==> config.mk <==
export PLATFORM = sky130hd
export DESIGN_NAME = ps2_key_event_decoder
export DESIGN_NICKNAME = d
export VERILOG_FILES = /design/src/rtl/kbd_pkg.sv /design/src/rtl/kbd_evt_fifo.sv /design/src/rtl/ps2_key_event_decoder.sv
export SDC_FILE = /design/constraint.sdc
export NUM_CORES = 1
export LEC_CHECK = 0
export ABC_AREA = 1
export BUFFER_PORTS_ARGS = -buffer_cell sky130_fd_sc_hd__buf_2
export CAP_MARGIN = 20
export CORE_MARGIN = 4
export CORE_UTILIZATION = 30
export CTS_CLUSTER_DIAMETER = 120
export CTS_CLUSTER_SIZE = 14
export DETAILED_ROUTE_END_ITERATION = 8
export HOLD_SLACK_MARGIN = 0.02
export MAX_ROUTING_LAYER = met4
export PLACE_DENSITY = 0.53
export RECOVER_POWER = 25
export SYNTH_ARGS = -nofsm -noshare
export SYNTH_HDL_FRONTEND = slang
export SYNTH_SLANG_ARGS = --single-unit
==> constraint.sdc <==
create_clock -name clk -period 3 [get_ports clk]
set_input_delay 0.15 -clock clk [delete_from_list [all_inputs] [get_ports clk]]
set_output_delay 0.15 -clock clk [all_outputs]
set_load 0.03 [all_outputs]
==> src/rtl/kbd_pkg.sv <==
// Shared scan-code constants, parser states and event layout for the PS/2 key event decoder.
// When KBD_ASCII_LUT_EN is defined the package also provides the Set-2 to ASCII lookup.
package kbd_pkg;

  localparam logic [7:0] SC_EXT    = 8'hE0;
  localparam logic [7:0] SC_BRK    = 8'hF0;
  localparam logic [7:0] SC_PAUSE  = 8'hE1;
  localparam logic [7:0] SC_LSHIFT = 8'h12;
  localparam logic [7:0] SC_RSHIFT = 8'h59;

  // Bytes that follow E1 in the Pause sequence; none of them form an event.
  localparam logic [2:0] PAUSE_TAIL = 3'd7;

  localparam int EVT_CORE_W = 11;

  typedef enum logic [2:0] {
    ST_IDLE,
    ST_E0,
    ST_F0,
    ST_E0F0,
    ST_SKIP
  } parse_state_t;

  typedef struct packed {
    logic [7:0] code;
    logic       ext;
    logic       brk;
    logic       rpt;
    logic [7:0] ascii;
  } kbd_evt_t;

  // Keyboard status/ack bytes that never describe a key.
  function automatic logic is_dropped(input logic [7:0] b);
    case (b)
      8'hAA, 8'hFA, 8'hFE, 8'hEE, 8'h00, 8'hFF: return 1'b1;
      default:                                  return 1'b0;
    endcase
  endfunction

`ifdef KBD_ASCII_LUT_EN
  function automatic logic [7:0] scan_to_ascii(input logic [7:0] code, input logic ext,
                                               input logic shift);
    logic       letter;
    logic       digit;
    logic [7:0] ofs;
    {letter, digit, ofs} = {2'b10, 8'd0};
    case (code)
      8'h1C: ofs = 8'd0;   8'h32: ofs = 8'd1;   8'h21: ofs = 8'd2;   8'h23: ofs = 8'd3;
      8'h24: ofs = 8'd4;   8'h2B: ofs = 8'd5;   8'h34: ofs = 8'd6;   8'h33: ofs = 8'd7;
      8'h43: ofs = 8'd8;   8'h3B: ofs = 8'd9;   8'h42: ofs = 8'd10;  8'h4B: ofs = 8'd11;
      8'h3A: ofs = 8'd12;  8'h31: ofs = 8'd13;  8'h44: ofs = 8'd14;  8'h4D: ofs = 8'd15;
      8'h15: ofs = 8'd16;  8'h2D: ofs = 8'd17;  8'h1B: ofs = 8'd18;  8'h2C: ofs = 8'd19;
      8'h3C: ofs = 8'd20;  8'h2A: ofs = 8'd21;  8'h1D: ofs = 8'd22;  8'h22: ofs = 8'd23;
      8'h35: ofs = 8'd24;  8'h1A: ofs = 8'd25;
      8'h45: {letter, digit, ofs} = {2'b01, 8'd0};
      8'h16: {letter, digit, ofs} = {2'b01, 8'd1};
      8'h1E: {letter, digit, ofs} = {2'b01, 8'd2};
      8'h26: {letter, digit, ofs} = {2'b01, 8'd3};
      8'h25: {letter, digit, ofs} = {2'b01, 8'd4};
      8'h2E: {letter, digit, ofs} = {2'b01, 8'd5};
      8'h36: {letter, digit, ofs} = {2'b01, 8'd6};
      8'h3D: {letter, digit, ofs} = {2'b01, 8'd7};
      8'h3E: {letter, digit, ofs} = {2'b01, 8'd8};
      8'h46: {letter, digit, ofs} = {2'b01, 8'd9};
      default: letter = 1'b0;
    endcase
    if (ext)    return 8'hFF;
    if (letter) return (shift ? 8'h41 : 8'h61) + ofs;
    if (digit)  return 8'h30 + ofs;
    return 8'hFF;
  endfunction
`endif

endpackage

==> src/rtl/kbd_evt_fifo.sv <==
// Show-ahead event FIFO: head word visible on dout, occupancy on level.
// A push into a full FIFO is accepted only when a pop happens on the same edge.
module kbd_evt_fifo #(
  parameter int DEPTH = 8,
  parameter int W     = 11
) (
  input  logic                   clk,
  input  logic                   reset,
  input  logic                   push,
  input  logic [W-1:0]           din,
  input  logic                   pop,
  output logic [W-1:0]           dout,
  output logic                   empty,
  output logic                   full,
  output logic [$clog2(DEPTH):0] level
);

  localparam int PTR_W = $clog2(DEPTH);
  localparam int LVL_W = $clog2(DEPTH) + 1;

  logic [W-1:0]     mem [DEPTH];
  logic [PTR_W-1:0] wr_ptr;
  logic [PTR_W-1:0] rd_ptr;
  logic             do_push;
  logic             do_pop;

  assign empty   = (level == '0);
  assign full    = (level == LVL_W'(DEPTH));
  assign do_pop  = pop && !empty;
  assign do_push = push && (!full || do_pop);
  assign dout    = mem[rd_ptr];

  always_ff @(posedge clk) begin
    if (do_push) mem[wr_ptr] <= din;
  end

  always_ff @(posedge clk or posedge reset) begin
    if (reset) begin
      wr_ptr <= '0;
      rd_ptr <= '0;
      level  <= '0;
    end else begin
      if (do_push) wr_ptr <= wr_ptr + 1'b1;
      if (do_pop)  rd_ptr <= rd_ptr + 1'b1;
      case ({do_push, do_pop})
        2'b10:   level <= level + 1'b1;
        2'b01:   level <= level - 1'b1;
        default: level <= level;
      endcase
    end
  end

endmodule

==> src/rtl/ps2_key_event_decoder.sv <==
// PS/2 Set-2 byte stream to key events (make/break, E0, typematic repeat) with an event FIFO.
// Define KBD_ASCII_LUT_EN to store an ASCII translation with each event.
module ps2_key_event_decoder #(
  parameter int DEPTH = 8,
  parameter int CNT_W = 8
) (
  input  logic                   clk,
  input  logic                   reset,
  input  logic                   in_valid,
  input  logic [7:0]             in_data,
  output logic                   in_ack,
  output logic                   ev_valid,
  input  logic                   ev_ready,
  output logic [7:0]             ev_code,
  output logic                   ev_ext,
  output logic                   ev_break,
  output logic                   ev_repeat,
  output logic [7:0]             ev_ascii,
  output logic [$clog2(DEPTH):0] fifo_level,
  output logic [CNT_W-1:0]       press_cnt,
  output logic                   overflow,
  input  logic                   clr_ovf
);

  import kbd_pkg::*;

`ifdef KBD_ASCII_LUT_EN
  localparam int FIFO_W = $bits(kbd_evt_t);
`else
  localparam int FIFO_W = EVT_CORE_W;
`endif

  parse_state_t       state;
  parse_state_t       state_nx;
  logic [2:0]         skip_cnt;
  logic [8:0]         last_make;
  logic               last_vld;
  logic               accept;
  logic               emit;
  logic               dec_ext;
  logic               dec_brk;
  logic               dec_rpt;
  logic               fifo_empty;
  logic               fifo_full;
  logic               fifo_pop;
  logic               drop;
  logic [FIFO_W-1:0]  fifo_din;
  logic [FIFO_W-1:0]  fifo_dout;
  logic [7:0]         head_code;
  logic               head_ext;
  logic               head_brk;
  logic               head_rpt;

  // in_ack doubles as the one-cycle lockout that limits intake to one byte per two cycles.
  assign accept = in_valid && !in_ack;

  always_comb begin
    state_nx = state;
    emit     = 1'b0;
    dec_ext  = 1'b0;
    dec_brk  = 1'b0;
    if (accept) begin
      case (state)
        ST_IDLE: begin
          if (in_data == SC_EXT)        state_nx = ST_E0;
          else if (in_data == SC_BRK)   state_nx = ST_F0;
          else if (in_data == SC_PAUSE) state_nx = ST_SKIP;
          else if (!is_dropped(in_data)) emit = 1'b1;
        end
        ST_E0: begin
          state_nx = ST_IDLE;
          if (in_data == SC_BRK) begin
            state_nx = ST_E0F0;
          end else if (in_data != SC_EXT && in_data != SC_PAUSE) begin
            emit    = 1'b1;
            dec_ext = 1'b1;
          end
        end
        ST_F0: begin
          state_nx = ST_IDLE;
          emit     = 1'b1;
          dec_brk  = 1'b1;
        end
        ST_E0F0: begin
          state_nx = ST_IDLE;
          emit     = 1'b1;
          dec_ext  = 1'b1;
          dec_brk  = 1'b1;
        end
        ST_SKIP: begin
          if (skip_cnt == 3'd1) state_nx = ST_IDLE;
        end
        default: state_nx = ST_IDLE;
      endcase
    end
  end

  assign dec_rpt  = !dec_brk && last_vld && (last_make == {dec_ext, in_data});
  assign fifo_pop = ev_ready && !fifo_empty;
  assign drop     = emit && fifo_full && !fifo_pop;

  always_ff @(posedge clk or posedge reset) begin
    if (reset) begin
      state     <= ST_IDLE;
      skip_cnt  <= '0;
      last_make <= '0;
      last_vld  <= 1'b0;
      press_cnt <= '0;
      in_ack    <= 1'b0;
      overflow  <= 1'b0;
    end else begin
      in_ack <= accept;
      state  <= state_nx;
      if (accept && state == ST_IDLE && in_data == SC_PAUSE) skip_cnt <= PAUSE_TAIL;
      else if (accept && state == ST_SKIP)                   skip_cnt <= skip_cnt - 1'b1;
      // press_cnt tracks keystrokes even when the FIFO has to drop the event.
      if (emit && !dec_brk && !dec_rpt) begin
        last_make <= {dec_ext, in_data};
        last_vld  <= 1'b1;
        press_cnt <= press_cnt + 1'b1;
      end else if (emit && dec_brk && last_vld && last_make == {dec_ext, in_data}) begin
        last_vld <= 1'b0;
      end
      if (drop)         overflow <= 1'b1;
      else if (clr_ovf) overflow <= 1'b0;
    end
  end

`ifdef KBD_ASCII_LUT_EN
  logic     lshift;
  logic     rshift;
  kbd_evt_t evt_in;

  always_ff @(posedge clk or posedge reset) begin
    if (reset) begin
      lshift <= 1'b0;
      rshift <= 1'b0;
    end else if (emit && !dec_ext) begin
      if (in_data == SC_LSHIFT) lshift <= !dec_brk;
      if (in_data == SC_RSHIFT) rshift <= !dec_brk;
    end
  end

  // Shift state is sampled before this event's own update, so a shift make reads unshifted.
  assign evt_in = '{code:  in_data,
                    ext:   dec_ext,
                    brk:   dec_brk,
                    rpt:   dec_rpt,
                    ascii: scan_to_ascii(in_data, dec_ext, lshift || rshift)};
  assign fifo_din = evt_in;
  assign ev_ascii = fifo_empty ? 8'hFF : fifo_dout[7:0];
`else
  assign fifo_din = {in_data, dec_ext, dec_brk, dec_rpt};
  assign ev_ascii = 8'hFF;
`endif

  kbd_evt_fifo #(
    .DEPTH (DEPTH),
    .W     (FIFO_W)
  ) u_fifo (
    .clk   (clk),
    .reset (reset),
    .push  (emit),
    .din   (fifo_din),
    .pop   (fifo_pop),
    .dout  (fifo_dout),
    .empty (fifo_empty),
    .full  (fifo_full),
    .level (fifo_level)
  );

  // Head fields read as zero while empty so the outputs never show stale entries.
  assign {head_code, head_ext, head_brk, head_rpt} = fifo_dout[FIFO_W-1 -: EVT_CORE_W];
  assign ev_valid  = !fifo_empty;
  assign ev_code   = fifo_empty ? 8'h00 : head_code;
  assign ev_ext    = !fifo_empty && head_ext;
  assign ev_break  = !fifo_empty && head_brk;
  assign ev_repeat = !fifo_empty && head_rpt;

endmodule

==> out/qor.txt <==
Arr. time, crit path = 2.31 ns
pwr dens = 997.8 mW/mm^2
max cap viols = 1
Fin Clk Skew = 0.009444 ns
CTS Hold Bufs = 2
setup bufs post-CTS = 0
Residual DRC = 0
CTS tree = done
crit-path max FO = 21
pin count of the biggest net entering global routing = 47
clock sink count = 124
Synthesis Warnings = 0
RSZ-0062 raised after global routing = false
Hold WC Path Type = input pin to flop
Seq/Total Area, Yosys = 62.13%
# resized after CTS = 0
core area = 0.01871 mm^2
Relative slew margins = -34.19%
post-synthesis compound-gate area fraction = 9.939%
Final Wtd Congestion = 0.8451
diode count = 0
Yosys reg bits = 124
CP Capture Type = primary output
DRT Pass-1 Iters = 4
area of the multi-input gates = 0.001859 mm^2
die area = 0.02128 mm^2
ANT nets after route = 0
Post-Synth XOR/XNOR Area = 1.843%
first-pass GRT wire length = 22,080 um
share of post-route cells with drive strength above 1 = 17.63%
largest family of logic cells by synthesized area = simple AND/OR/NAND/NOR gates
Detail Placement HPWL = 8821 um
post-route setup TNS = 0 ns
Finish-stage setup viols = 0
Clock Latency Late Sink = 0.41 ns
reg-to-reg startpoint = state[1]$_DFFE_PP0P_
root buf cell = clkbuf_16
Slew @ Worst Pin = 2.013 ns
antenna violations before repair = 0
critical path type = flop to primary output
post-synth top area cell = edfxtp_1
syn avg cell area = 10.24 um^2
IO Pins = 47
flop-to-flop setup slack = 0.60 ns
Startpoint Class = flop
Leak = 0.002743 uW
Synth Instances = 557
Peak VDD IR = 0.4940 mV
Layout Nets = 631
Die Wd = 145.9 um
CTS Buffer Depth = 2
failing checks = capacitance limit, slew limit
Mapped Area = 0.005703 mm^2
synth top area cells = edfxtp_1 (46%), dfrtp_1 (16%), nor2_1 (6.0%), nand2_1 (5.7%), o21ai_0 (5.5%)
final hold vios = 0
Syn-to-layout area delta = 19.44%
R2R Path End = u_fifo.mem[6][2]$_DFFE_PP_
Critical Path RT = 2.85 ns
Filler cells = 1,851
hold path depth = 4
Synth top area share = 46.34%
first-iteration detailed-routing DRC count = 212
number of global-route vias before repair = 4,236
Sequential cell area = 0.003543 mm^2
Hold WS = 0.1450 ns
global route overflow = 0
synth unique cells = 35
max-slew violation count = 37
Vias = 4,035
H-Tree Level Count = 4
period utilization = 81.85%
gr usage total = 13.47%
vias per cell = 4.703
Post-Synth Adder-Cell Area = 1.316%
fin crit period = 2.455 ns
WL per Instance = 15.47 um
Simple-Gate Fraction of Synth Area = 18.98%
starting density of the core = 30.49%
multiplexer share of the synthesized area = 0%
Site Rows = 50
Die Height = 145.9 um
Clock Pin Slew Worst Setup and Hold Paths = 0.05 ns
buffers added on ports = 38
CTS buffer count = 17
status = finished with violations
R2R depth = 13
final wirelength = 13,270 um
Max Clock Freq = 407.3 MHz
Hold Path Origin = ev_ready
Hold EP = overflow$_DFFE_PP0P_
## cell type report
type | count | area share (%)
well taps | 234 | 4.298
clock buffers | 17 | 6.245
repair buffers | 56 | 4.721
inverters | 47 | 2.590
multi-input cells | 366 | 27.30
clock inverters | 14 | 2.829
flip-flops and latches | 124 | 52.02
## per-stage QoR
stage	instance area (um^2)	util (%)	setup WS, ns	instances	power, uW
6_report	6812	36.41	0.5446	858	6796
3_5_place_dp	6195	33.12	0.6064	825	4713
3_3_place_gp	6195	33.12	0.6295	825	4664
4_1_cts	6833	36.53	0.4573	858	6887
5_1_grt	6812	36.41	0.2637	858	7253
2_1_floorplan	5729	-	0.4805	564	4017
## cell usage after synthesis
cell / instances
nor2_1: 91
edfxtp_1: 88
nand2_1: 86
o21ai_0: 63
inv_1: 42
dfrtp_1: 36
nand3_1: 29
clkbuf_1: 16
a31oi_1: 11
o22ai_1: 11
buf_4: 9
o21ai_2: 9
nand2_2: 8
ha_1: 6
nand4_1: 6
xnor2_1: 6
xor2_1: 6
inv_2: 5
nor3_1: 5
nor2_4: 3
a21oi_1: 2
buf_6: 2
nand2_4: 2
nand3_2: 2
nor2_2: 2
or2_2: 2
a211oi_1: 1
a32o_1: 1
conb_1: 1
nand4_4: 1
nor3_2: 1
nor4_2: 1
o211ai_1: 1
or2_1: 1
or2_4: 1
## flip-flops by register name, indices dropped and copies added, names as in the netlist
name and count:
u_fifo.mem 88, last_make 9, press_cnt 8, u_fifo.level 4
skip_cnt 3, state 3, u_fifo.rd_ptr 3, u_fifo.wr_ptr 3
in_ack 1, last_vld 1, overflow 1
## cell families (layout without fill, tap and decap cells)
logic type	Yosys count	count (layout)
fa+ha+maj	6	6
xor+xnor	12	12
flops	124	124
other cells	1	8
simple gates	241	241
buf+inv	74	134
compound gates	99	99
## worst max path at each step
stage               cells past startpoint                          from                         end
finish                                  6  u_fifo.rd_ptr[1]$_DFFE_PP0P_                  ev_code[3]
global route                            6  u_fifo.rd_ptr[1]$_DFFE_PP0P_                  ev_code[4]
CTS                                     6  u_fifo.rd_ptr[1]$_DFFE_PP0P_                  ev_code[3]
detailed placement                     13          state[1]$_DFFE_PP0P_  u_fifo.mem[0][1]$_DFFE_PP_
global placement                       13          state[1]$_DFFE_PP0P_  u_fifo.mem[6][1]$_DFFE_PP_
floorplan                              11          state[1]$_DFFE_PP0P_  u_fifo.mem[7][0]$_DFFE_PP_
## critical path, stage by stage (launching register included)
cell,delay [ns]
dfrtp_1,0.37
inv_1,0.53
o21ai_0,0.20
o22ai_1,0.24
o21ai_0,0.14
a31oi_1,0.18
buf_2,0.22
## power breakdown
part	switching, uW	leakage (uW)	internal (uW)
clock network	760	0.000298	1390
registers	171	0.00125	2080
logic	1670	0.00120	726
total	2600	0.00274	4200
## layout by cell type, fill, tap and decap left out, types with 12 or more instances in the layout
cell       instances
nor2_1            91
edfxtp_1          88
nand2_1           86
o21ai_0           63
inv_1             42
dfrtp_1           36
buf_2             30
nand3_1           29
clkbuf_16         17
buf_4             12
## layer usage
metal | global-route usage [%] | share of wire [%] | up-vias
met5 | - | 0 | -
met2 | 21.61 | 49 | 73
li1 | - | - | 1996
met3 | 3.177 | 4.1 | 6
met1 | 16.86 | 46 | 1960
met4 | 4.463 | 0.63 | 0
Power figures use the tool's default switching activity.
